$ cat config.mk
export PLATFORM = sky130hd
export DESIGN_NAME = select_scan_ctrl
export DESIGN_NICKNAME = d
export VERILOG_FILES = /design/src/rtl/select_pkg.sv /design/src/rtl/select_scan_ctrl.sv
export SDC_FILE = /design/constraint.sdc
export NUM_CORES = 1
export LEC_CHECK = 0
export ABC_AREA = 1
export BUFFER_PORTS_ARGS = -buffer_cell sky130_fd_sc_hd__clkbuf_2
export CORE_ASPECT_RATIO = 0.9
export CORE_MARGIN = 2
export CORE_UTILIZATION = 25
export DETAILED_ROUTE_END_ITERATION = 10
export HOLD_SLACK_MARGIN = 0.1
export SETUP_SLACK_MARGIN = 0.3
export SYNTH_ARGS = -nofsm -noshare
export SYNTH_HDL_FRONTEND = slang
export SYNTH_SLANG_ARGS = --single-unit
$ cat constraint.sdc
create_clock -name clk -period 2.4 [get_ports clk]
set_clock_uncertainty 0.05 [all_clocks]
set_input_delay 0.36 -clock clk [delete_from_list [all_inputs] [get_ports clk]]
set_output_delay 0.36 -clock clk [all_outputs]
set_load 0.03 [all_outputs]
$ cat src/rtl/select_pkg.sv
// Shared constants and FSM encoding for the selection-RAM scan sequencer.
package select_pkg;

  localparam int SEL_BINS  = 256;
  localparam int SEL_BYTES = 32;
  localparam int SEL_AW    = 8;
  localparam int SEL_CW    = $clog2(SEL_BINS) + 1;

  typedef logic [2:0] sel_state_t;

  localparam sel_state_t ST_IDLE     = 3'd0;
  localparam sel_state_t ST_CFG      = 3'd1;
  localparam sel_state_t ST_WAIT_RDY = 3'd2;
  localparam sel_state_t ST_READ     = 3'd3;
  localparam sel_state_t ST_DRAIN    = 3'd4;
  localparam sel_state_t ST_EMIT     = 3'd5;

endpackage

$ cat src/rtl/select_scan_ctrl.sv
// Programs a bin window into select_ram, scans all bins and streams the
// selection as 32 MSB-first mask bytes, counting the selected bins.
module select_scan_ctrl
  import select_pkg::*;
(
  input  logic              clk,
  input  logic              rst,
  input  logic              cfg_valid,
  output logic              cfg_ready,
  input  logic [SEL_AW-1:0] cfg_start,
  input  logic [SEL_AW-1:0] cfg_end,
  output logic              cfg_err,
  output logic [SEL_AW-1:0] sr_start_position,
  output logic [SEL_AW-1:0] sr_end_position,
  output logic              sr_position_wr_en,
  input  logic              sr_rd_ready,
  output logic              sr_rd_en,
  output logic [SEL_AW-1:0] sr_rd_addr,
  input  logic              sr_data_out,
  input  logic              sr_data_out_valid,
  output logic [7:0]        mask_byte,
  output logic [4:0]        mask_index,
  output logic              mask_valid,
  input  logic              mask_ready,
  output logic [SEL_CW-1:0] sel_count,
  output logic              scan_done,
  output logic              busy
);

  localparam logic [4:0] LAST_BYTE = 5'(SEL_BYTES - 1);

  sel_state_t        state_q, state_d;
  logic [4:0]        k_q, k_d;
  logic [4:0]        k_inc;
  logic [SEL_AW-1:0] addr_q, addr_d;
  logic [SEL_AW-1:0] start_q, start_d;
  logic [SEL_AW-1:0] end_q, end_d;
  logic [7:0]        shreg_q, shreg_d;
  logic [SEL_CW-1:0] count_q, count_d;
  logic              wr_en_q, wr_en_d;
  logic              rd_en_q, rd_en_d;
  logic              mask_valid_q, mask_valid_d;
  logic              cfg_ready_q, cfg_ready_d;
  logic              cfg_err_q, cfg_err_d;
  logic              scan_done_q, scan_done_d;
  logic              busy_q, busy_d;
  logic              cfg_hit;

  always_comb begin
    state_d     = state_q;
    k_d         = k_q;
    addr_d      = addr_q;
    start_d     = start_q;
    end_d       = end_q;
    shreg_d     = shreg_q;
    count_d     = count_q;
    cfg_err_d   = 1'b0;
    scan_done_d = 1'b0;
    k_inc       = k_q + 5'd1;
    cfg_hit     = cfg_ready_q && cfg_valid;

    // RAM bits trail the read strobe by one cycle, so DRAIN still captures.
    if ((state_q == ST_READ || state_q == ST_DRAIN) && sr_data_out_valid) begin
      shreg_d = {shreg_q[6:0], sr_data_out};
      count_d = count_q + {{(SEL_CW-1){1'b0}}, sr_data_out};
    end

    case (state_q)
      ST_IDLE: begin
        if (cfg_hit) begin
          if (cfg_start > cfg_end) begin
            cfg_err_d = 1'b1;
          end else begin
            start_d = cfg_start;
            end_d   = cfg_end;
            count_d = '0;
            k_d     = '0;
            state_d = ST_CFG;
          end
        end
      end
      ST_CFG: state_d = ST_WAIT_RDY;
      ST_WAIT_RDY: begin
        if (sr_rd_ready) begin
          addr_d  = {k_q, 3'd0};
          state_d = ST_READ;
        end
      end
      ST_READ: begin
        if (addr_q[2:0] == 3'd7) begin
          state_d = ST_DRAIN;
        end else begin
          addr_d = addr_q + 8'd1;
        end
      end
      ST_DRAIN: state_d = ST_EMIT;
      ST_EMIT: begin
        if (mask_ready) begin
          if (k_q == LAST_BYTE) begin
            k_d         = '0;
            scan_done_d = 1'b1;
            state_d     = ST_IDLE;
          end else begin
            k_d     = k_inc;
            addr_d  = {k_inc, 3'd0};
            state_d = ST_READ;
          end
        end
      end
      default: state_d = ST_IDLE;
    endcase

    // Strobes are registered from the next state so they line up with it.
    wr_en_d      = (state_d == ST_CFG);
    rd_en_d      = (state_d == ST_READ);
    mask_valid_d = (state_d == ST_EMIT);
    cfg_ready_d  = (state_d == ST_IDLE);
    busy_d       = (state_d != ST_IDLE);
  end

  always_ff @(posedge clk or posedge rst) begin
    if (rst) begin
      state_q      <= ST_IDLE;
      k_q          <= '0;
      addr_q       <= '0;
      start_q      <= '0;
      end_q        <= '0;
      shreg_q      <= '0;
      count_q      <= '0;
      wr_en_q      <= 1'b0;
      rd_en_q      <= 1'b0;
      mask_valid_q <= 1'b0;
      cfg_ready_q  <= 1'b0;
      cfg_err_q    <= 1'b0;
      scan_done_q  <= 1'b0;
      busy_q       <= 1'b0;
    end else begin
      state_q      <= state_d;
      k_q          <= k_d;
      addr_q       <= addr_d;
      start_q      <= start_d;
      end_q        <= end_d;
      shreg_q      <= shreg_d;
      count_q      <= count_d;
      wr_en_q      <= wr_en_d;
      rd_en_q      <= rd_en_d;
      mask_valid_q <= mask_valid_d;
      cfg_ready_q  <= cfg_ready_d;
      cfg_err_q    <= cfg_err_d;
      scan_done_q  <= scan_done_d;
      busy_q       <= busy_d;
    end
  end

  assign cfg_ready         = cfg_ready_q;
  assign cfg_err           = cfg_err_q;
  assign sr_start_position = start_q;
  assign sr_end_position   = end_q;
  assign sr_position_wr_en = wr_en_q;
  assign sr_rd_en          = rd_en_q;
  assign sr_rd_addr        = addr_q;
  assign mask_byte         = shreg_q;
  assign mask_index        = k_q;
  assign mask_valid        = mask_valid_q;
  assign sel_count         = count_q;
  assign scan_done         = scan_done_q;
  assign busy              = busy_q;

endmodule

==> impl_metrics.tcl <==
set metrics [dict create \
    clk_latency_ns 0.29 \
    start_util 0.253 \
    totalWireLength_um 6770 \
    rsz0062_at_grt "no" \
    grt.busiest_layer "met2" \
    syn-num-nets 371 \
    die_height_um 105 \
    hold_viol 0 \
    powerDensity_nw_per_um2 1060 \
    grt_overflow 0 \
    area_growth_pct 26.1 \
    synth_seq_cells 56 \
    tightest_slew_ns 0.336 \
    drtPass1Iterations 4 \
    layout_common_cells "nand2_1, clkbuf_2, dfrtp_1" \
    synth_area_leaders "dfrtp_1, nand2_1, ha_1" \
    dieArea_um2 12300 \
    grt_pass1_wl_um 11100 \
    wl_per_cell_um 11.8 \
    setup_viol 0 \
    drv_cap 0 \
    clkTransAtPathRegs_ns 0.07 \
    ant_nets 0 \
    ir_worst_vdd_uv 473 \
    clk_path_buf_depth 2 \
    tns_ns 0 \
    layout_commonest_cell "nand2_1" \
    hp-class "in -> reg" \
    dpl.hpwl_um 5060 \
    path_cells "ha_1 > nand2_1 > nor2_1 > ha_1 > inv_1 > nor2_1 > nor2_4 > o21ai_4 > inv_4 > o21ai_1 > o21ai_2" \
    ctsRootBufferMaster "clkbuf_16" \
    crit_type "reg -> reg" \
    synth_area_leader_cell "dfrtp_1" \
    worstSetupEndpointType "register" \
    maxSlewHeadroom 0.774 \
    grtUsageTotal 0.114 \
    reg2reg_depth 11 \
    layout_min_cycle_time_ns 1.88 \
    cp.arrival_ns 2.02 \
    worst_path_largest_cell_delay_ns 0.40 \
    start_kind "register" \
    fmax_mhz 531 \
    num_rows 37 \
    core_um2 11300 \
    status "completed" \
    yosysSeqAreaShare 0.491 \
    drv_slew 0 \
    die_w_um 117 \
    antenna_found_initial 0 \
    grt_pass1_vias 2313 \
    drt_iter0_drc 162 \
    fin_util 0.319 \
    hold_end "sr_start_position[6]$_DFFE_PP0P_" \
    drcViolationCount 0 \
    use_met1 0.154 \
    grtUsageMet2 0.181 \
    cp_max_fo 12 \
    ys_types 32 \
    grt_use_met3 0.0311 \
    layout-drive-gt1-share 0.272 \
    n_antenna_cell 0 \
    layout.nets 452 \
    pin_count 76 \
    timing.rr.start "mask_index[1]$_DFFE_PP0P_" \
    gp_congestion 0.832 \
    worstHoldPathCells 3 \
    r2r_end "sr_rd_addr[4]$_DFFE_PP0P_" \
    avgSynthCellArea_um2 8.55 \
    cts_buffers 5 \
    vias 2404 \
    slowest_stage "dfrtp_1" \
    cts_tree "yes" \
    numPortBuffers 75 \
    synthCells 334 \
    yosysWarningCount 0 \
    timing.final.crit_share 0.785 \
    synth.cell_area_um2 2860 \
    leakagePower_nw 1.99 \
    path_buf_inv 2 \
    vias_per_cell 4.20 \
    yosysTopAreaCellShare 0.491 \
    cpLargestDelayFamily "adder cells" \
    cts_sinks 56 \
    hp-start "cfg_start[6]" \
    grt_max_degree 57 \
    htreeDepth 2 \
    crit_required_ns 2.53 \
    reg2reg_setup_slack_ns 0.52 \
]
## flip-flops by register name, indices dropped and copies added, names as in the netlist
register and cells:
sel_count 9, cfg_err 1, busy 1, cfg_ready 1
mask_byte 8, state_q 3, mask_index 5, scan_done 1
sr_rd_en 1, sr_rd_addr 8, sr_start_position 8, sr_end_position 8
mask_valid 1, sr_position_wr_en 1
## through the flow
stage	total power, mW	hold WS (ns)	std cells	setup WS [ns]	cell area (um2)
2_1_floorplan	2.58	0.420	334	0.399	2860
3_3_place_gp	2.99	0.378	562	0.476	3420
3_5_place_dp	3.02	0.383	562	0.437	3420
4_1_cts	3.88	0.229	571	0.473	3590
5_1_grt	4.09	0.232	572	0.303	3600
6_report	3.81	0.240	572	0.515	3600
## cell type report
| class | count | area [um2] |
|---|---|---|
| fill | 1237 | 7690 |
| sequential | 56 | 1400 |
| multi-input combinational | 227 | 1230 |
| timing repair buffer | 80 | 428 |
| tap | 156 | 195 |
| inverter | 45 | 179 |
| clock buffer | 6 | 129 |
| clock inverter | 2 | 35.0 |
## tightest hold or removal path, delay by kind of cell
kind                   cells  cell delay, ns
buffers and inverters      1            0.09
and+or+nand+nor            2            0.10
## power by group
part | leakage [nW] | switching [mW] | internal, mW
clock network | 0.0808 | 0.335 | 0.492
logic | 1.18 | 1.11 | 0.439
registers | 0.733 | 0.201 | 1.23
## what timing repair did
action                                 4_1_cts  5_1_grt
hold buffers                                 1        0
setup endpoints to repair                    0        2
endpoints found under the hold margin       56        0
resized for setup                            0        1
setup buffers                                0        1
## synth_stat cells (all sizes together)
cell and instances:
a21o 1, a21oi 9, a22o 2, buf 5
clkbuf 1, dfrtp 56, ha 14, inv 45
nand2 106, nand3 20, nand4 4, nor2 29
nor3 2, nor3b 1, nor4 1, o2111ai 1
o21ai 29, o21bai 1, or4 1, xor2 6
## how the worst max path moves through the flow
stage                                   start                                to  cells past startpoint
floorplan           mask_index[0]$_DFFE_PP0P_         sr_rd_addr[6]$_DFFE_PP0P_                     12
global placement                   cfg_end[5]  sr_start_position[2]$_DFFE_PP0P_                     12
detailed placement                 cfg_end[5]  sr_start_position[2]$_DFFE_PP0P_                     12
CTS                 mask_index[1]$_DFFE_PP0P_         sr_rd_addr[4]$_DFFE_PP0P_                     11
global route        mask_index[1]$_DFFE_PP0P_                    busy$_DFF_PP0_                     11
finish              mask_index[1]$_DFFE_PP0P_         sr_rd_addr[4]$_DFFE_PP0P_                     11
## metal layers
layer,vias to the layer above,part of all wire
met5,-,0
met4,0,0.0068
met3,5,0.049
met2,51,0.47
met1,1130,0.47
li1,1218,-
## logic make-up (layout without fill, tap and decap cells)
logic type,Yosys count,count (layout),share of synthesized area
AOI/OAI and AO/OA,43,43,0.0916
xor gates and xnor gates,6,6,0.0184
adders and majority gates,14,14,0.0614
buffers and inverters,51,133,0.0771
DFF,56,56,0.491
and+or+nand+nor,164,164,0.261
Note: power is estimated with default switching activity, not from simulation.
